===== src/rtl/appr_err_monitor.sv =====
`default_nettype none
// ============================================================================
// appr_err_monitor : exact-vs-approximate 16x16 multiplier error statistics
// Rev 1.0
// ============================================================================
module appr_err_monitor #(
   parameter int W    = 16,
   parameter int FRAC = 12
) (
   input  logic                      clk,
   input  logic                      rst,
   input  logic                      clr,
   input  logic                      in_valid,
   output logic                      in_ready,
   input  logic signed [W-1:0]       in_a,
   input  logic signed [W-1:0]       in_b,
   input  logic signed [2*W-1:0]     in_appr,
   output logic                      out_valid,
   output logic signed [2*W-FRAC:0]  out_err,
   output logic [31:0]               sample_cnt,
   output logic signed [55:0]        err_sum,
   output logic [63:0]               err_sq_sum,
   output logic [2*W-FRAC:0]         err_max_abs,
   output logic                      sq_sat
);

   localparam int PW = 2 * W;
   localparam int QW = PW - FRAC;
   localparam int EW = QW + 1;
   localparam int SW = 2 * EW;
   localparam int CW = $clog2(W);

   typedef enum logic [1:0] {
      IDLE = 2'd0,
      MUL  = 2'd1,
      ERR  = 2'd2,
      ACC  = 2'd3
   } state_t;

   state_t               state, state_nxt;
   logic [CW-1:0]        bit_cnt;
   logic [PW-1:0]        mcand;
   logic [PW-1:0]        prod;
   logic [W-1:0]         mplier;
   logic                 neg;
   logic signed [QW-1:0] appr_q;
   logic signed [EW-1:0] err_r;

   logic                 accept;
   logic [W-1:0]         mag_a, mag_b;
   logic signed [PW-1:0] exact;
   logic signed [EW-1:0] err_w;
   logic [EW-1:0]        abs_err;
   logic [SW-1:0]        sq;
   logic [64:0]          sq_sum_w;

   assign in_ready = (state == IDLE) && !clr && (sample_cnt != 32'hFFFF_FFFF);
   assign accept   = in_valid && in_ready;

   // Magnitudes are unsigned so that -32768 maps cleanly to 32768.
   assign mag_a = in_a[W-1] ? W'(-in_a) : W'(in_a);
   assign mag_b = in_b[W-1] ? W'(-in_b) : W'(in_b);

   assign exact    = neg ? -$signed(prod) : $signed(prod);
   assign err_w    = EW'(appr_q) - EW'(exact >>> FRAC);
   assign abs_err  = err_r[EW-1] ? EW'(-err_r) : EW'(err_r);
   assign sq       = SW'(abs_err) * SW'(abs_err);
   assign sq_sum_w = {1'b0, err_sq_sum} + 65'(sq);

   always_ff @(posedge clk) begin
      if (rst) state <= IDLE;
      else     state <= state_nxt;
   end

   always_comb begin
      state_nxt = state;
      case (state)
         IDLE:    if (accept) state_nxt = MUL;
         MUL:     if (bit_cnt == CW'(W - 1)) state_nxt = ERR;
         ERR:     state_nxt = ACC;
         ACC:     state_nxt = IDLE;
         default: state_nxt = IDLE;
      endcase
      if (clr) state_nxt = IDLE;
   end

   always_ff @(posedge clk) begin
      if (rst) begin
         bit_cnt     <= '0;
         mcand       <= '0;
         prod        <= '0;
         mplier      <= '0;
         neg         <= 1'b0;
         appr_q      <= '0;
         err_r       <= '0;
         out_valid   <= 1'b0;
         out_err     <= '0;
         sample_cnt  <= '0;
         err_sum     <= '0;
         err_sq_sum  <= '0;
         err_max_abs <= '0;
         sq_sat      <= 1'b0;
      end else begin
         out_valid <= 1'b0;
         if (clr) begin
            out_err     <= '0;
            sample_cnt  <= '0;
            err_sum     <= '0;
            err_sq_sum  <= '0;
            err_max_abs <= '0;
            sq_sat      <= 1'b0;
         end else begin
            case (state)
               IDLE: begin
                  if (accept) begin
                     appr_q  <= QW'(in_appr >>> FRAC);
                     mcand   <= PW'(mag_a);
                     mplier  <= mag_b;
                     prod    <= '0;
                     neg     <= in_a[W-1] ^ in_b[W-1];
                     bit_cnt <= '0;
                  end
               end
               MUL: begin
                  if (mplier[0]) prod <= prod + mcand;
                  mcand   <= mcand << 1;
                  mplier  <= mplier >> 1;
                  bit_cnt <= bit_cnt + CW'(1);
               end
               ERR: err_r <= err_w;
               ACC: begin
                  out_valid  <= 1'b1;
                  out_err    <= err_r;
                  sample_cnt <= sample_cnt + 32'd1;
                  err_sum    <= err_sum + 56'(err_r);
                  // Once saturated the sum stays pinned: any further add carries out.
                  if (sq_sum_w[64]) begin
                     err_sq_sum <= '1;
                     sq_sat     <= 1'b1;
                  end else begin
                     err_sq_sum <= sq_sum_w[63:0];
                  end
                  if (abs_err > err_max_abs) err_max_abs <= abs_err;
               end
               default: ;
            endcase
         end
      end
   end

endmodule
`default_nettype wire


===== config.mk =====
export PLATFORM = sky130hd
export DESIGN_NAME = appr_err_monitor
export DESIGN_NICKNAME = d
export VERILOG_FILES = /design/src/rtl/appr_err_monitor.sv
export SDC_FILE = /design/constraint.sdc
export NUM_CORES = 2
export LEC_CHECK = 0
export BUFFER_PORTS_ARGS = -buffer_cell sky130_fd_sc_hd__clkbuf_2
export CAP_MARGIN = 40
export CORE_ASPECT_RATIO = 1.75
export CORE_MARGIN = 3
export CORE_UTILIZATION = 53
export CTS_BUF_LIST = sky130_fd_sc_hd__clkbuf_8
export CTS_CLUSTER_DIAMETER = 30
export CTS_CLUSTER_SIZE = 14
export DETAILED_ROUTE_END_ITERATION = 8
export PLACE_DENSITY = 0.75
export SLEW_MARGIN = 0
export SYNTH_ARGS = -nofsm -noshare
export SYNTH_HDL_FRONTEND = slang
export SYNTH_SLANG_ARGS = --single-unit

===== constraint.sdc =====
create_clock -name clk -period 9.3 [get_ports clk]
set_input_delay 0.93 -clock clk [delete_from_list [all_inputs] [get_ports clk]]
set_output_delay 0.93 -clock clk [all_outputs]
set_load 0.05 [all_outputs]

==> flow_summary.toml <==
[finish]
post-route-cell-area_um2 = 37800
layout-area-overhead-vs-synth_pct = 13.7
share_of_layout_cells_above_drive_strength_1_pct = 13.3
fillCellCount = 5459
finalNonFillerCells = 5140
num-nets-final = 5007
post_layout_utilization_of_the_core_pct = 61.4
most-common-layout-cells = "sky130_fd_sc_hd__inv_1 (591), sky130_fd_sc_hd__nand2_1 (407), sky130_fd_sc_hd__fa_1 (359)"
layout_commonest_cell = "sky130_fd_sc_hd__inv_1"

[synth]
synth.top_cells.by_area = "sky130_fd_sc_hd__fa_1 (22%), sky130_fd_sc_hd__dfxtp_1 (20%), sky130_fd_sc_hd__ha_1 (11%), sky130_fd_sc_hd__inv_1 (6.7%), sky130_fd_sc_hd__nand2_1 (4.6%)"
synth_xor_xnor_area_share_pct = 5.98
synth_top_family_by_area = "adder cells"
synth.mux.area_fraction_pct = 2.62
post_syn_instances = 3977
post_synthesis_mean_instance_area_um2 = 8.35
synth_sequential_area_ratio_pct = 19.5
ys.flop_type = "sky130_fd_sc_hd__dfxtp_1"
synthesis.area_um2 = 33200
post_synth_num_cell_types = 78
synth_simple_gate_area_share_pct = 14.9
synth-seq-cells = 324
synthArstFlopShare_pct = 0
synth_compound_area_share_pct = 15.7
yosys_warnings = 0
edff_count_synth = 0
synth_top_area_share_pct = 21.6
yosys.area_share.adder_pct = 32.6
synth_largest_area_cell = "sky130_fd_sc_hd__fa_1"

[sta]
max-slew-margin-rel_pct = 40.3
achievable-frequency_mhz = 111
hold_violations = 0
final-max-slew-violation-count = 0
final.setup.worst_slack_ns = 0.280
worst_hold_slack_across_all_endpoints_ns = 0.450
final-setup-viol-count = 0
finalCriticalPeriod_ns = 9.02
worstMarginPinSlew_ns = 0.895
fin_skew_ns = 0.0451
share_of_the_clock_period_used_by_the_worst_path_pct = 97.0

[routing]
route.met2.wl_mm = 51.4
routed.top_layer = "met4"
drt_first_pass_iters = 6
drcViolationCount = 0
drt-met1-wl_mm = 33.8
num_vias = 29300
met3_length_mm = 6.39
average_routed_wire_per_standard_cell_um = 19.4
routed_via_density = 5.71
drt-initial-drc-count = 1424
detail-route-antenna-nets = 0
drt_wl_total_mm = 99.7

[global_route]
wire_length_of_the_first_global_routing_pass_mm = 157
maximum_number_of_pins_on_one_net_before_global_route_repair = 80
grt_antenna_before_repair = 3
globalRoute.totalOverflow = 0
vias_in_the_first_global_route = 30500
grt_util_all_layers_pct = 30.1

[floorplan]
floorplan.die.height_um = 337
rows = 120
area_of_the_die_um2 = 65800
chipWidth_um = 195
initial_core_utilization_pct = 54.0
io-pin-count = 265
design.core.area_um2 = 61600

[pwr]
p_leak_nw = 18.9
ir_drop_v = 0.000139
power_per_cell_area_nw_per_um2 = 90.4

[status]
status = "finished clean"

[run]
max_cap_violations = 0

[clock_tree]
clk_pin_slew_ns = 0.07
cts.root.buffer_cell = "sky130_fd_sc_hd__clkbuf_8"
clkSinkCount = 324
clk_path_buf_depth = 3
worst_skew_pair.late_latency_ns = 0.69
cts_buffers = 68
cts.htree.levels = 3
tritoncts = "done"

[setup_path]
crit_type = "reg -> reg"
timing.critical_path.arrival_ns = 9.60
crit_path_frequent_cell = "sky130_fd_sc_hd__fa_1"
setup.worst_path.start_class = "flip-flop"
max_stage_delay_ns = 0.57
timing.critical_path.fanout_max = 9
end_kind = "flip-flop"
cp.required_ns = 9.88
timing.critical_path.slowest_stage_cell = "sky130_fd_sc_hd__or4_4"

[placement]
place.gp.congestion = 0.973
io_buffer_count = 252
dpl_cell_area_um2 = 36100
detailedPlacementHpwl_mm = 80.3
place.detailed.instances = 5011
post-place-ws_ns = -0.180

[hold_path]
hold_path.class = "reg -> reg"
## per-stage QoR
step	setup TNS (ns)	power (mW)
2_1_floorplan	0	1.67
3_3_place_gp	-0.104	1.75
4_1_cts	0	3.46
5_1_grt	-0.342	3.55
6_report	0	3.42
3_5_place_dp	-1.17	1.76
## sequential cells by signal (all words and copies together) (netlist names), 20 cells and up
signal / count
err_r: 21
err_sum: 56
appr_q: 20
sample_cnt: 32
out_err: 21
err_sq_sum: 64
prod: 32
err_max_abs: 21
mcand: 32
## critical path: cells and delay by family, from the launching register on
kind	cells	cell delay, ns
buf+inv	10	1.06
flops	1	0.32
fa+ha+maj	8	3.94
simple gates	6	1.77
compound gates	9	1.68
xor+xnor	1	0.14
## per-layer routing
layer	track usage, %	vias up
li1	-	13800
met5	0	-
met2	56.0	975
met3	6.17	376
met1	29.6	14200
met4	21.0	0
## final timing paths
| check | slack [ns] | from | depth (start not counted) | end |
|---|---|---|---|---|
| max | 0.28 | err_r[3] | 34 | err_sq_sum[60] |
| min | 0.45 | mplier[1] | 2 | mplier[1] |
| max reg2reg | 0.28 | err_r[3] | 34 | err_sq_sum[60] |
| min reg2reg | 0.45 | mplier[1] | 2 | mplier[1] |
## report_power, final
group	switching (mW)	leakage, nW	total (mW)	internal (mW)
combinational	0.196	15.5	0.318	0.122
sequential	0.0146	2.62	1.42	1.40
clock	0.809	0.766	1.68	0.872
total	1.02	18.9	3.42	2.40
## kinds of logic after synthesis
kind of cell	Yosys count
flops	324
other cells	2
simple gates	1088
buf+inv	770
xor+xnor	226
fa+ha+maj	649
mux	87
compound gates	831
## synthesized netlist by cell type (87+ instances only)
master                       n
sky130_fd_sc_hd__a21oi_1   264
sky130_fd_sc_hd__clkbuf_1  161
sky130_fd_sc_hd__dfxtp_1   324
sky130_fd_sc_hd__fa_1      359
sky130_fd_sc_hd__ha_1      290
sky130_fd_sc_hd__inv_1     591
sky130_fd_sc_hd__mux2i_1    87
sky130_fd_sc_hd__nand2_1   408
sky130_fd_sc_hd__nor2_1    339
sky130_fd_sc_hd__o21ai_0   184
sky130_fd_sc_hd__xnor2_1    96
sky130_fd_sc_hd__xor2_1    129
## layout make-up
| class | instances | area, um2 | area share, % |
|---|---|---|---|
| antenna | 3 | 7.51 | 0.0199 |
| tap | 793 | 992 | 2.63 |
| inverter | 597 | 2240 | 5.93 |
| timing repair buffer | 402 | 2450 | 6.48 |
| sequential | 324 | 6490 | 17.2 |
| multi-input combinational | 2897 | 24100 | 63.8 |
| clock buffer | 73 | 1000 | 2.66 |
| clock inverter | 51 | 498 | 1.32 |
## repair_timing
action,4_1_cts,5_1_grt
hold endpoints to repair,0,0
resized for setup,4,29
setup buffers,0,2
setup endpoints to repair,22,65
hold buffers,0,0
pin swaps,0,8
Power figures use the tool's default switching activity.
